`config.mk`:
```
export PLATFORM = sky130hd
export DESIGN_NAME = hazard_sched
export DESIGN_NICKNAME = d
export VERILOG_FILES = /design/src/rtl/hazard_pkg.sv /design/src/rtl/hazard_fwd_unit.sv /design/src/rtl/hazard_sched.sv
export SDC_FILE = /design/constraint.sdc
export NUM_CORES = 1
export LEC_CHECK = 0
export CORE_MARGIN = 4
export CORE_UTILIZATION = 39
export CTS_CLUSTER_SIZE = 12
export DETAILED_ROUTE_END_ITERATION = 10
export PLACE_DENSITY = 0.85
export SYNTH_ARGS = -nofsm -noshare
export SYNTH_HDL_FRONTEND = slang
export SYNTH_SLANG_ARGS = --single-unit
```
`constraint.sdc`:
```
create_clock -name Clock -period 4.2 [get_ports Clock]
set_input_delay 1.26 -clock Clock [delete_from_list [all_inputs] [get_ports Clock]]
set_output_delay 1.26 -clock Clock [all_outputs]
set_load 0.03 [all_outputs]
```
`src/rtl/hazard_pkg.sv`:
```
// Shared definitions for the pipeline hazard scheduler: FSM encoding,
// forward-select codes and default latencies.
package hazard_pkg;

  typedef enum logic [1:0] {
    ST_HOLD = 2'b00,
    ST_RUN  = 2'b01,
    ST_MDU  = 2'b10
  } state_e;

  localparam logic [1:0] FWD_RF = 2'b00;
  localparam logic [1:0] FWD_W  = 2'b01;
  localparam logic [1:0] FWD_M  = 2'b10;

  localparam int DEF_MDU_LATENCY = 4;
  localparam int DEF_RESET_HOLD  = 2;

  // Register 0 is hard-wired, so it never participates in a hazard.
  function automatic logic reg_hit(input logic [4:0] dst, input logic [4:0] src);
    return (dst != 5'd0) && (dst == src);
  endfunction

endpackage

```
`src/rtl/hazard_fwd_unit.sv`:
```
// Combinational forwarding-select logic for the ID compare operands and the
// EX ALU operands.
module hazard_fwd_unit
  import hazard_pkg::*;
(
  input  logic [4:0] rs_d,
  input  logic [4:0] rt_d,
  input  logic [4:0] rs_e,
  input  logic [4:0] rt_e,
  input  logic [4:0] write_reg_m,
  input  logic       reg_write_m,
  input  logic       mem_read_m,
  input  logic [4:0] write_reg_w,
  input  logic       reg_write_w,
  output logic       fwd_a_d,
  output logic       fwd_b_d,
  output logic [1:0] fwd_a_e,
  output logic [1:0] fwd_b_e
);

  // ID operands can only take an ALU result from MEM; a load's data is not ready yet.
  always_comb begin
    fwd_a_d = reg_write_m & ~mem_read_m & reg_hit(write_reg_m, rs_d);
    fwd_b_d = reg_write_m & ~mem_read_m & reg_hit(write_reg_m, rt_d);
  end

  // EX operands: the youngest producer (MEM) wins over WB.
  always_comb begin
    if (reg_write_m && reg_hit(write_reg_m, rs_e)) begin
      fwd_a_e = FWD_M;
    end else if (reg_write_w && reg_hit(write_reg_w, rs_e)) begin
      fwd_a_e = FWD_W;
    end else begin
      fwd_a_e = FWD_RF;
    end
    if (reg_write_m && reg_hit(write_reg_m, rt_e)) begin
      fwd_b_e = FWD_M;
    end else if (reg_write_w && reg_hit(write_reg_w, rt_e)) begin
      fwd_b_e = FWD_W;
    end else begin
      fwd_b_e = FWD_RF;
    end
  end

endmodule

```
`src/rtl/hazard_sched.sv`:
```
// Central hazard scheduler: stall/flush/forward control, MDU sequencing and
// post-reset drain. Optional stall counters under HAZARD_SCHED_PERF_EN.
module hazard_sched
  import hazard_pkg::*;
#(
  parameter int MDU_LATENCY = DEF_MDU_LATENCY,
  parameter int RESET_HOLD  = DEF_RESET_HOLD
) (
  input  logic        Clock,
  input  logic        Reset,
  input  logic [4:0]  rsD,
  input  logic [4:0]  rtD,
  input  logic        UseRsD,
  input  logic        UseRtD,
  input  logic        BranchD,
  input  logic        JrD,
  input  logic [2:0]  PCSrcD,
  input  logic        MduUseD,
  input  logic [4:0]  rsE,
  input  logic [4:0]  rtE,
  input  logic [4:0]  WriteRegE,
  input  logic        RegWriteE,
  input  logic        MemReadE,
  input  logic        MduStartE,
  input  logic [4:0]  WriteRegM,
  input  logic        RegWriteM,
  input  logic        MemReadM,
  input  logic [4:0]  WriteRegW,
  input  logic        RegWriteW,
  output logic        StallF,
  output logic        StallD,
  output logic        FlushD,
  output logic        FlushE,
  output logic        ForwardAD,
  output logic        ForwardBD,
  output logic [1:0]  ForwardAE,
  output logic [1:0]  ForwardBE,
`ifdef HAZARD_SCHED_PERF_EN
  output logic [31:0] LwStallCnt,
  output logic [31:0] BrStallCnt,
  output logic [31:0] MduStallCnt,
`endif
  output logic        MduBusy
);

  localparam logic [2:0] HOLD_LAST = 3'(RESET_HOLD - 1);
  localparam logic [3:0] MDU_LAST  = 4'(MDU_LATENCY - 1);

  state_e     state_q, state_d;
  logic [2:0] hold_cnt_q, hold_cnt_d;
  logic [3:0] mdu_cnt_q, mdu_cnt_d;
  logic       mdu_busy_q, mdu_busy_d;
  logic       lw_stall, br_stall, mdu_stall, any_stall;
  logic       fwd_a_d, fwd_b_d;
  logic [1:0] fwd_a_e, fwd_b_e;

  function automatic logic src_hit(input logic [4:0] dst, input logic [4:0] rs,
                                   input logic [4:0] rt, input logic use_rs,
                                   input logic use_rt);
    return (use_rs & reg_hit(dst, rs)) | (use_rt & reg_hit(dst, rt));
  endfunction

  hazard_fwd_unit u_fwd (
    .rs_d        (rsD),
    .rt_d        (rtD),
    .rs_e        (rsE),
    .rt_e        (rtE),
    .write_reg_m (WriteRegM),
    .reg_write_m (RegWriteM),
    .mem_read_m  (MemReadM),
    .write_reg_w (WriteRegW),
    .reg_write_w (RegWriteW),
    .fwd_a_d     (fwd_a_d),
    .fwd_b_d     (fwd_b_d),
    .fwd_a_e     (fwd_a_e),
    .fwd_b_e     (fwd_b_e)
  );

  always_ff @(posedge Clock) begin
    if (Reset) begin
      state_q    <= ST_HOLD;
      hold_cnt_q <= 3'd0;
      mdu_cnt_q  <= 4'd0;
      mdu_busy_q <= 1'b0;
    end else begin
      state_q    <= state_d;
      hold_cnt_q <= hold_cnt_d;
      mdu_cnt_q  <= mdu_cnt_d;
      mdu_busy_q <= mdu_busy_d;
    end
  end

  // A start seen while already in MDU is ignored; the decode stall keeps it from happening.
  always_comb begin
    state_d    = state_q;
    hold_cnt_d = hold_cnt_q;
    mdu_cnt_d  = mdu_cnt_q;
    case (state_q)
      ST_HOLD: begin
        if (hold_cnt_q == HOLD_LAST) begin
          state_d    = ST_RUN;
          hold_cnt_d = 3'd0;
        end else begin
          hold_cnt_d = hold_cnt_q + 3'd1;
        end
      end
      ST_RUN: begin
        mdu_cnt_d = 4'd0;
        if (MduStartE) begin
          state_d = ST_MDU;
        end else begin
          state_d = ST_RUN;
        end
      end
      ST_MDU: begin
        if (mdu_cnt_q == MDU_LAST) begin
          state_d   = ST_RUN;
          mdu_cnt_d = 4'd0;
        end else begin
          mdu_cnt_d = mdu_cnt_q + 4'd1;
        end
      end
      default: begin
        state_d    = ST_HOLD;
        hold_cnt_d = 3'd0;
        mdu_cnt_d  = 4'd0;
      end
    endcase
    mdu_busy_d = (state_d == ST_MDU);
  end

  // A branch right after a load stalls once on lwStall and once more on brStall from MEM.
  always_comb begin
    lw_stall  = MemReadE & src_hit(WriteRegE, rsD, rtD, UseRsD, UseRtD);
    br_stall  = (BranchD | JrD) &
                ((RegWriteE & src_hit(WriteRegE, rsD, rtD, UseRsD, UseRtD)) |
                 (MemReadM  & src_hit(WriteRegM, rsD, rtD, UseRsD, UseRtD)));
    mdu_stall = MduUseD & (mdu_busy_q | MduStartE);
    any_stall = lw_stall | br_stall | mdu_stall;
  end

  always_comb begin
    case (state_q)
      ST_RUN, ST_MDU: begin
        StallF    = any_stall;
        StallD    = any_stall;
        FlushE    = any_stall;
        FlushD    = (PCSrcD != 3'd0) & ~any_stall;
        ForwardAD = fwd_a_d;
        ForwardBD = fwd_b_d;
        ForwardAE = fwd_a_e;
        ForwardBE = fwd_b_e;
      end
      default: begin
        StallF    = 1'b1;
        StallD    = 1'b1;
        FlushE    = 1'b1;
        FlushD    = 1'b1;
        ForwardAD = 1'b0;
        ForwardBD = 1'b0;
        ForwardAE = FWD_RF;
        ForwardBE = FWD_RF;
      end
    endcase
    MduBusy = mdu_busy_q;
  end

`ifdef HAZARD_SCHED_PERF_EN
  logic [31:0] lw_cnt_q, lw_cnt_d, br_cnt_q, br_cnt_d, mdu_scnt_q, mdu_scnt_d;
  logic        active;

  // Only the highest-priority cause is charged for a stalled cycle.
  always_comb begin
    active     = (state_q == ST_RUN) || (state_q == ST_MDU);
    lw_cnt_d   = lw_cnt_q;
    br_cnt_d   = br_cnt_q;
    mdu_scnt_d = mdu_scnt_q;
    if (active && lw_stall) begin
      lw_cnt_d = lw_cnt_q + 32'd1;
    end else if (active && br_stall) begin
      br_cnt_d = br_cnt_q + 32'd1;
    end else if (active && mdu_stall) begin
      mdu_scnt_d = mdu_scnt_q + 32'd1;
    end else begin
      lw_cnt_d = lw_cnt_q;
    end
  end

  always_ff @(posedge Clock) begin
    if (Reset) begin
      lw_cnt_q   <= 32'd0;
      br_cnt_q   <= 32'd0;
      mdu_scnt_q <= 32'd0;
    end else begin
      lw_cnt_q   <= lw_cnt_d;
      br_cnt_q   <= br_cnt_d;
      mdu_scnt_q <= mdu_scnt_d;
    end
  end

  assign LwStallCnt  = lw_cnt_q;
  assign BrStallCnt  = br_cnt_q;
  assign MduStallCnt = mdu_scnt_q;
`endif

endmodule

```
# Word-level counts from Yosys, hierarchy flattened
# Index checks and enable logic that the tools add are counted.
# W data, S select, Z words.
# op_classes
n_addsub	2
n_eq_ne	13
n_mux	18
bitwise_logic	22
n_reduce_logical	18
# op_table
cell	n
$eq A5 B5 Y1	8
$reduce_bool A5 Y1	3
$mux W2	7
$and A1 B1 Y1	13
$logic_and A1 B1 Y1	12
$pmux W4 S2	1
$or A1 B1 Y1	7
$mux W1	6
$pmux W2 S3	1
$pmux W3 S2	1
$add A4 B1 Y4 const B	1
$eq A2 B2 Y1 const B	2
$eq A4 B2 Y1 const B	1
$mux W4	1
$add A3 B1 Y3 const B	1
$eq A3 B1 Y1 const B	1
$mux W3	1
$reduce_bool A3 Y1	1
$eq A2 B1 Y1 const B	1
$logic_not A2 Y1	1
$not A1 Y1	2
$reduce_or A2 Y1	1
# word_totals
regBits	10
input_bits	51
output_inout_bits	11
wordCells	77

# Logic depth before layout (Yosys ltp)
# depth
ltp_word	12
depth_mapped	7
depth_no_buf	6

# By module
# From an unflattened synthesis, not the netlist that was laid out.
# unflattened
hier_cells	159
area_unflattened_um2	1281.2
# by_module_without_submodules
module	instances	cells_each	area_each_um2	seq_area_each_um2
hazard_sched	1	105	873.3	200.2
hazard_fwd_unit	1	54	407.9	0.0

# Worst setup path after synthesis
# No wires, ideal clock.
# synth_timing
kind	input to output
start	input WriteRegM[2]
end	output ForwardAE[0]
arrival_time_ns	3.243
required_time_ns	2.940
path_slack_ns	-0.303
stages	5
n_path_buf	1
cell_sequence	buf_2 -> or4_4 -> o21ai_1 -> nor4_1 -> nor4_1
# synth_via
elab_chain_len	5
elab_cells_between_ends	6
classes_between	1 x eq/ne; 2 x mux; 3 x reduce/logical
# synth_lines
element	line	rtl
from (decl)	hazard_sched.sv:25	input logic [4:0] WriteRegM,
$eq A5 B5 Y1 or $reduce_bool A5 Y1 (tied branches)	hazard_pkg.sv:20	return (dst != 5'd0) && (dst == src);
$logic_and A1 B1 Y1 (*)	hazard_pkg.sv:20	
$logic_and A1 B1 Y1 (*)	hazard_fwd_unit.sv:29	if (reg_write_m && reg_hit(write_reg_m, rs_e)) begin
$mux W2 (*)	hazard_fwd_unit.sv:29	
$mux W2 (*)	hazard_sched.sv:143	case (state_q)
to (decl)	hazard_sched.sv:36	output logic [1:0] ForwardAE,
# Every way passes the cells marked *; elsewhere a longest branch is shown, timed or not.

# Worst setup path after layout
# layout_timing
start	input WriteRegM[2]
end	output FlushE
# layout_via
elab_chain_len	10
elab_cells_between_ends	14
classes_between	2 x eq/ne; 1 x mux; 8 x bitwise; 3 x reduce/logical
# layout_lines
element	line	rtl
$eq A5 B5 Y1 or $reduce_bool A5 Y1 (tied branches)	hazard_pkg.sv:20	
$logic_and A1 B1 Y1	hazard_pkg.sv:20	
$and A1 B1 Y1	hazard_sched.sv:60	return (use_rs & reg_hit(dst, rs)) | (use_rt & reg_hit(dst, rt));
$or A1 B1 Y1 (*)	hazard_sched.sv:60	
$and A1 B1 Y1 (*)	hazard_sched.sv:137	(MemReadM & src_hit(WriteRegM, rsD, rtD, UseRsD, UseRtD)));
$or A1 B1 Y1 (*)	hazard_sched.sv:136	((RegWriteE & src_hit(WriteRegE, rsD, rtD, UseRsD, UseRtD)) |
$and A1 B1 Y1 (*)	hazard_sched.sv:135	br_stall = (BranchD | JrD) &
$or A1 B1 Y1 (*) (2 in a row)	hazard_sched.sv:139	any_stall = lw_stall | br_stall | mdu_stall;
$mux W1 (*)	hazard_sched.sv:143	
to (decl)	hazard_sched.sv:33	output logic FlushE,
# Marked as above.

==> impl_metrics.sql <==
INSERT INTO impl_metrics (metric_group, metric, value, unit) VALUES
('status', 'outcome', 'finished clean', ''),
('timing', 'timing_hold_violations_final', '0', ''),
('worst_hold_path', 'hold_path_class', 'flop to flop', ''),
('logic_synthesis', 'sequential_fraction_of_the_synthesis_area', '17.4', '%'),
('layout', 'final_layout_size_suffix_gt1_share', '28.3', '%'),
('detailed_routing', 'remaining_drc_errors', '0', ''),
('detailed_routing', 'starting_drc_count_in_detailed_routing', '38', ''),
('logic_synthesis', 'cells_after_synth', '147', ''),
('cts', 'clockBufferDepth', '2', ''),
('logic_synthesis', 'postSynthAreaPerCell', '7.83', 'sq um'),
('cts', 'clock_tree.htree_level_count', '1', ''),
('timing', 'final_max_slew_violation_count', '0', ''),
('die', 'floorplan.die.width', '62.3', 'um'),
('layout', 'commonest_non_fill_non_tap_cell_in_the_layout', 'sky130_fd_sc_hd__buf_4', ''),
('cts', 'cts-hold-fix-buffers', '0', ''),
('layout', 'synthToLayoutAreaGrowth', '83.5', '%'),
('logic_synthesis', 'yosysUniqueCellTypes', '38', ''),
('timing', 'worst_pin_slew', '0.407', 'ns'),
('die', 'core_area', '2780', 'sq um'),
('grt', 'antenna_found_initial', '0', ''),
('detailed_routing', 'drt-wirelength-per-cell', '16.3', 'um'),
('timing', 'finalSetupTns', '0', 'ns'),
('power_and_ir_drop', 'ir_drop', '272', 'uV'),
('logic_synthesis', 'synth-seq-cells', '10', ''),
('critical_path', 'timing_worst_setup_path_type', 'input pin to output pin', ''),
('layout', 'fillCellCount', '170', ''),
('detailed_routing', 'dr_total_vias', '1444', ''),
('timing', 'clock_skew', '0.00760', 'ns'),
('placed_design', 'dpl_worst_slack', '-0.775', 'ns'),
('detailed_routing', 'ant_nets', '0', ''),
('cts', 'tritoncts.num_buffers', '3', ''),
('cts', 'clockRootBuffer', 'sky130_fd_sc_hd__clkbuf_4', ''),
('die', 'io_pins', '62', ''),
('power_and_ir_drop', 'p_leak', '0.922', 'nW'),
('critical_path', 'worst_ep_required_time', '2.94', 'ns'),
('layout', 'summed_area_of_non_filler_cells_in_the_final_layout', '2110', 'sq um'),
('grt', 'first_pass_grt_wire_length', '6310', 'um'),
('logic_synthesis', 'synth_warnings', '0', ''),
('logic_synthesis', 'ys_dominant_reg_cell', 'sky130_fd_sc_hd__dfxtp_1', ''),
('logic_synthesis', 'syn-num-nets', '203', ''),
('grt', 'grt_use_total', '19.4', '%'),
('placed_design', 'place.detailed.hpwl', '3380', 'um'),
('timing', 'rsz0062_at_grt', 'true', ''),
('layout', 'num_antenna_cells', '0', ''),
('critical_path', 'sort_of_element_at_the_start_of_the_critical_path', 'input pin', ''),
('die', 'die_height', '62.3', 'um'),
('job', 'maxCapViolCount', '0', ''),
('logic_synthesis', 'post_synth_edffs', '0', ''),
('timing', 'finalWorstSetupSlack', '0.0354', 'ns'),
('layout', 'finalNetCount', '294', ''),
('timing', 'maxClockFrequency', '240', 'MHz'),
('die', 'floorplan.die_area', '3890', 'sq um'),
('detailed_routing', 'router_iterations_before_antenna_repair', '4', ''),
('detailed_routing', 'totalWireLength', '4360', 'um'),
('power_and_ir_drop', 'power.density', '284', 'nW/um^2'),
('layout', 'ff_latch_area', '200', 'sq um'),
('layout', 'layout.cells.most_common_list', 'sky130_fd_sc_hd__buf_4, sky130_fd_sc_hd__clkdlybuf4s50_1, sky130_fd_sc_hd__xor2_1', ''),
('die', 'placementRows', '19', ''),
('timing', 'post-route-period-util', '99.2', '%'),
('layout', 'finalCoreUtilization', '75.9', '%'),
('timing', 'timing.slew.headroom', '72.9', '%'),
('layout', 'multiInputGateArea', '950', 'sq um'),
('cts', 'clkSlewWorstSetupHoldPaths', '0.06', 'ns'),
('critical_path', 'worstSetupEndpointType', 'output pin', ''),
('critical_path', 'path_max_fanout', '3', ''),
('die', 'effective_utilization_at_floorplan', '41.4', '%'),
('timing', 'post-route-min-period', '4.16', 'ns'),
('placed_design', 'dpl_cell_area', '2000', 'sq um'),
('logic_synthesis', 'proportion_of_synthesized_flip_flops_having_asynchronous_set_or_reset', '0', '%'),
('logic_synthesis', 'synth_area', '1150', 'sq um'),
('cts', 'cts_tree', 'built', ''),
('cts', 'clock_insertion_delay_worst_skew', '0.27', 'ns'),
('critical_path', 'arrival', '2.90', 'ns'),
('cts', 'clock-sinks', '10', ''),
('detailed_routing', 'viasPerCell', '5.39', ''),
('placed_design', 'placement.io_buffers', '61', ''),
('grt', 'via_count_of_the_first_global_routing_pass', '1541', ''),
('timing', 'setup_viol', '0', ''),
('grt', 'grt_start_max_net_pins', '14', ''),
('placed_design', 'gp_routability_congestion', '0.863', ''),
('grt', 'grt.overflow.total', '0', '');
## critical path, cell delays in order
cell and delay (ns):
sky130_fd_sc_hd__buf_6 0.09, sky130_fd_sc_hd__or4_4 0.54, sky130_fd_sc_hd__o211a_1 0.24, sky130_fd_sc_hd__nand4_1 0.08, sky130_fd_sc_hd__o211ai_1 0.12, sky130_fd_sc_hd__or3b_4 0.43, sky130_fd_sc_hd__buf_6 0.15
## Yosys cell counts, types with 2 or more instances
library cell,n,share of area (%)
sky130_fd_sc_hd__ha_1,5,5.4
sky130_fd_sc_hd__and2_1,3,1.6
sky130_fd_sc_hd__nor4_1,5,2.7
sky130_fd_sc_hd__nand2_1,11,3.6
sky130_fd_sc_hd__xnor2_1,13,9.9
sky130_fd_sc_hd__o21ai_0,3,1.3
sky130_fd_sc_hd__xor2_1,30,23
sky130_fd_sc_hd__nor3b_1,2,1.3
sky130_fd_sc_hd__inv_1,3,0.98
sky130_fd_sc_hd__a21oi_1,7,3.0
sky130_fd_sc_hd__nand3_1,6,2.6
sky130_fd_sc_hd__clkbuf_1,5,1.6
sky130_fd_sc_hd__nor3_1,9,3.9
sky130_fd_sc_hd__or4_1,3,2.0
sky130_fd_sc_hd__o211ai_1,2,1.3
sky130_fd_sc_hd__nor2_1,5,1.6
sky130_fd_sc_hd__nor2b_1,2,1.1
sky130_fd_sc_hd__buf_4,2,1.3
sky130_fd_sc_hd__nor4b_1,3,2.3
sky130_fd_sc_hd__dfxtp_1,10,17
## through the flow
step | hold WS [ns] | total power [mW] | instances
3_5_place_dp | 0.513 | 0.495 | 262
3_3_place_gp | 0.479 | 0.474 | 262
2_1_floorplan | 0.466 | 0.358 | 147
6_report | 0.522 | 0.601 | 268
5_1_grt | 0.553 | 0.640 | 268
4_1_cts | 0.520 | 0.591 | 267
## final cells by class
cell class / instances / share of cell area, %
clock buffer: 4 / 1.72
inverter: 3 / 0.533
multi-input combinational: 124 / 45.0
sequential: 10 / 9.48
tap: 31 / 1.84
timing repair buffer: 96 / 41.5
## sequential cells by signal (all words and copies together) (netlist names)
register,count
MduBusy,1
hold_cnt_q,3
state_q,2
mdu_cnt_q,4
## metal layers
metal | up-vias | track usage, % | share of wire [%]
met4 | 0 | 9.55 | 3.4
li1 | 692 | - | -
met2 | 59 | 38.5 | 55
met3 | 16 | 3.60 | 4.9
met5 | - | 0 | 0
met1 | 677 | 18.4 | 37
## repair_timing
action,in CTS,in global routing
setup endpoints to repair,8,6
setup buffers,1,1
pin swaps,7,10
gates resized for setup,50,19
## power by group
group          internal, mW  switching, mW  total (mW)
clock                0.0527         0.0364      0.0891
sequential            0.112         0.0154       0.127
combinational         0.186          0.199       0.384
total                 0.350          0.250       0.601
## final timing paths
| kind | from | endpoint | slack (ns) | cells after the start |
|---|---|---|---|---|
| worst max-delay path | WriteRegM[2] | FlushE | 0.04 | 7 |
| worst min-delay path | hold_cnt_q[2] | hold_cnt_q[2] | 0.52 | 2 |
| worst max register to register | state_q[0] | hold_cnt_q[2] | 2.56 | 6 |
| worst min register to register | hold_cnt_q[2] | hold_cnt_q[2] | 0.52 | 2 |
## cells by family after synthesis
kind of cell	count (synthesis)	synth area share, %
compound gates	19	10.3
xor+xnor	43	32.7
fa+ha+maj	5	5.43
buf+inv	13	5.65
flops	10	17.4
simple gates	57	28.5
No activity file was read; power rests on OpenSTA's default activity.
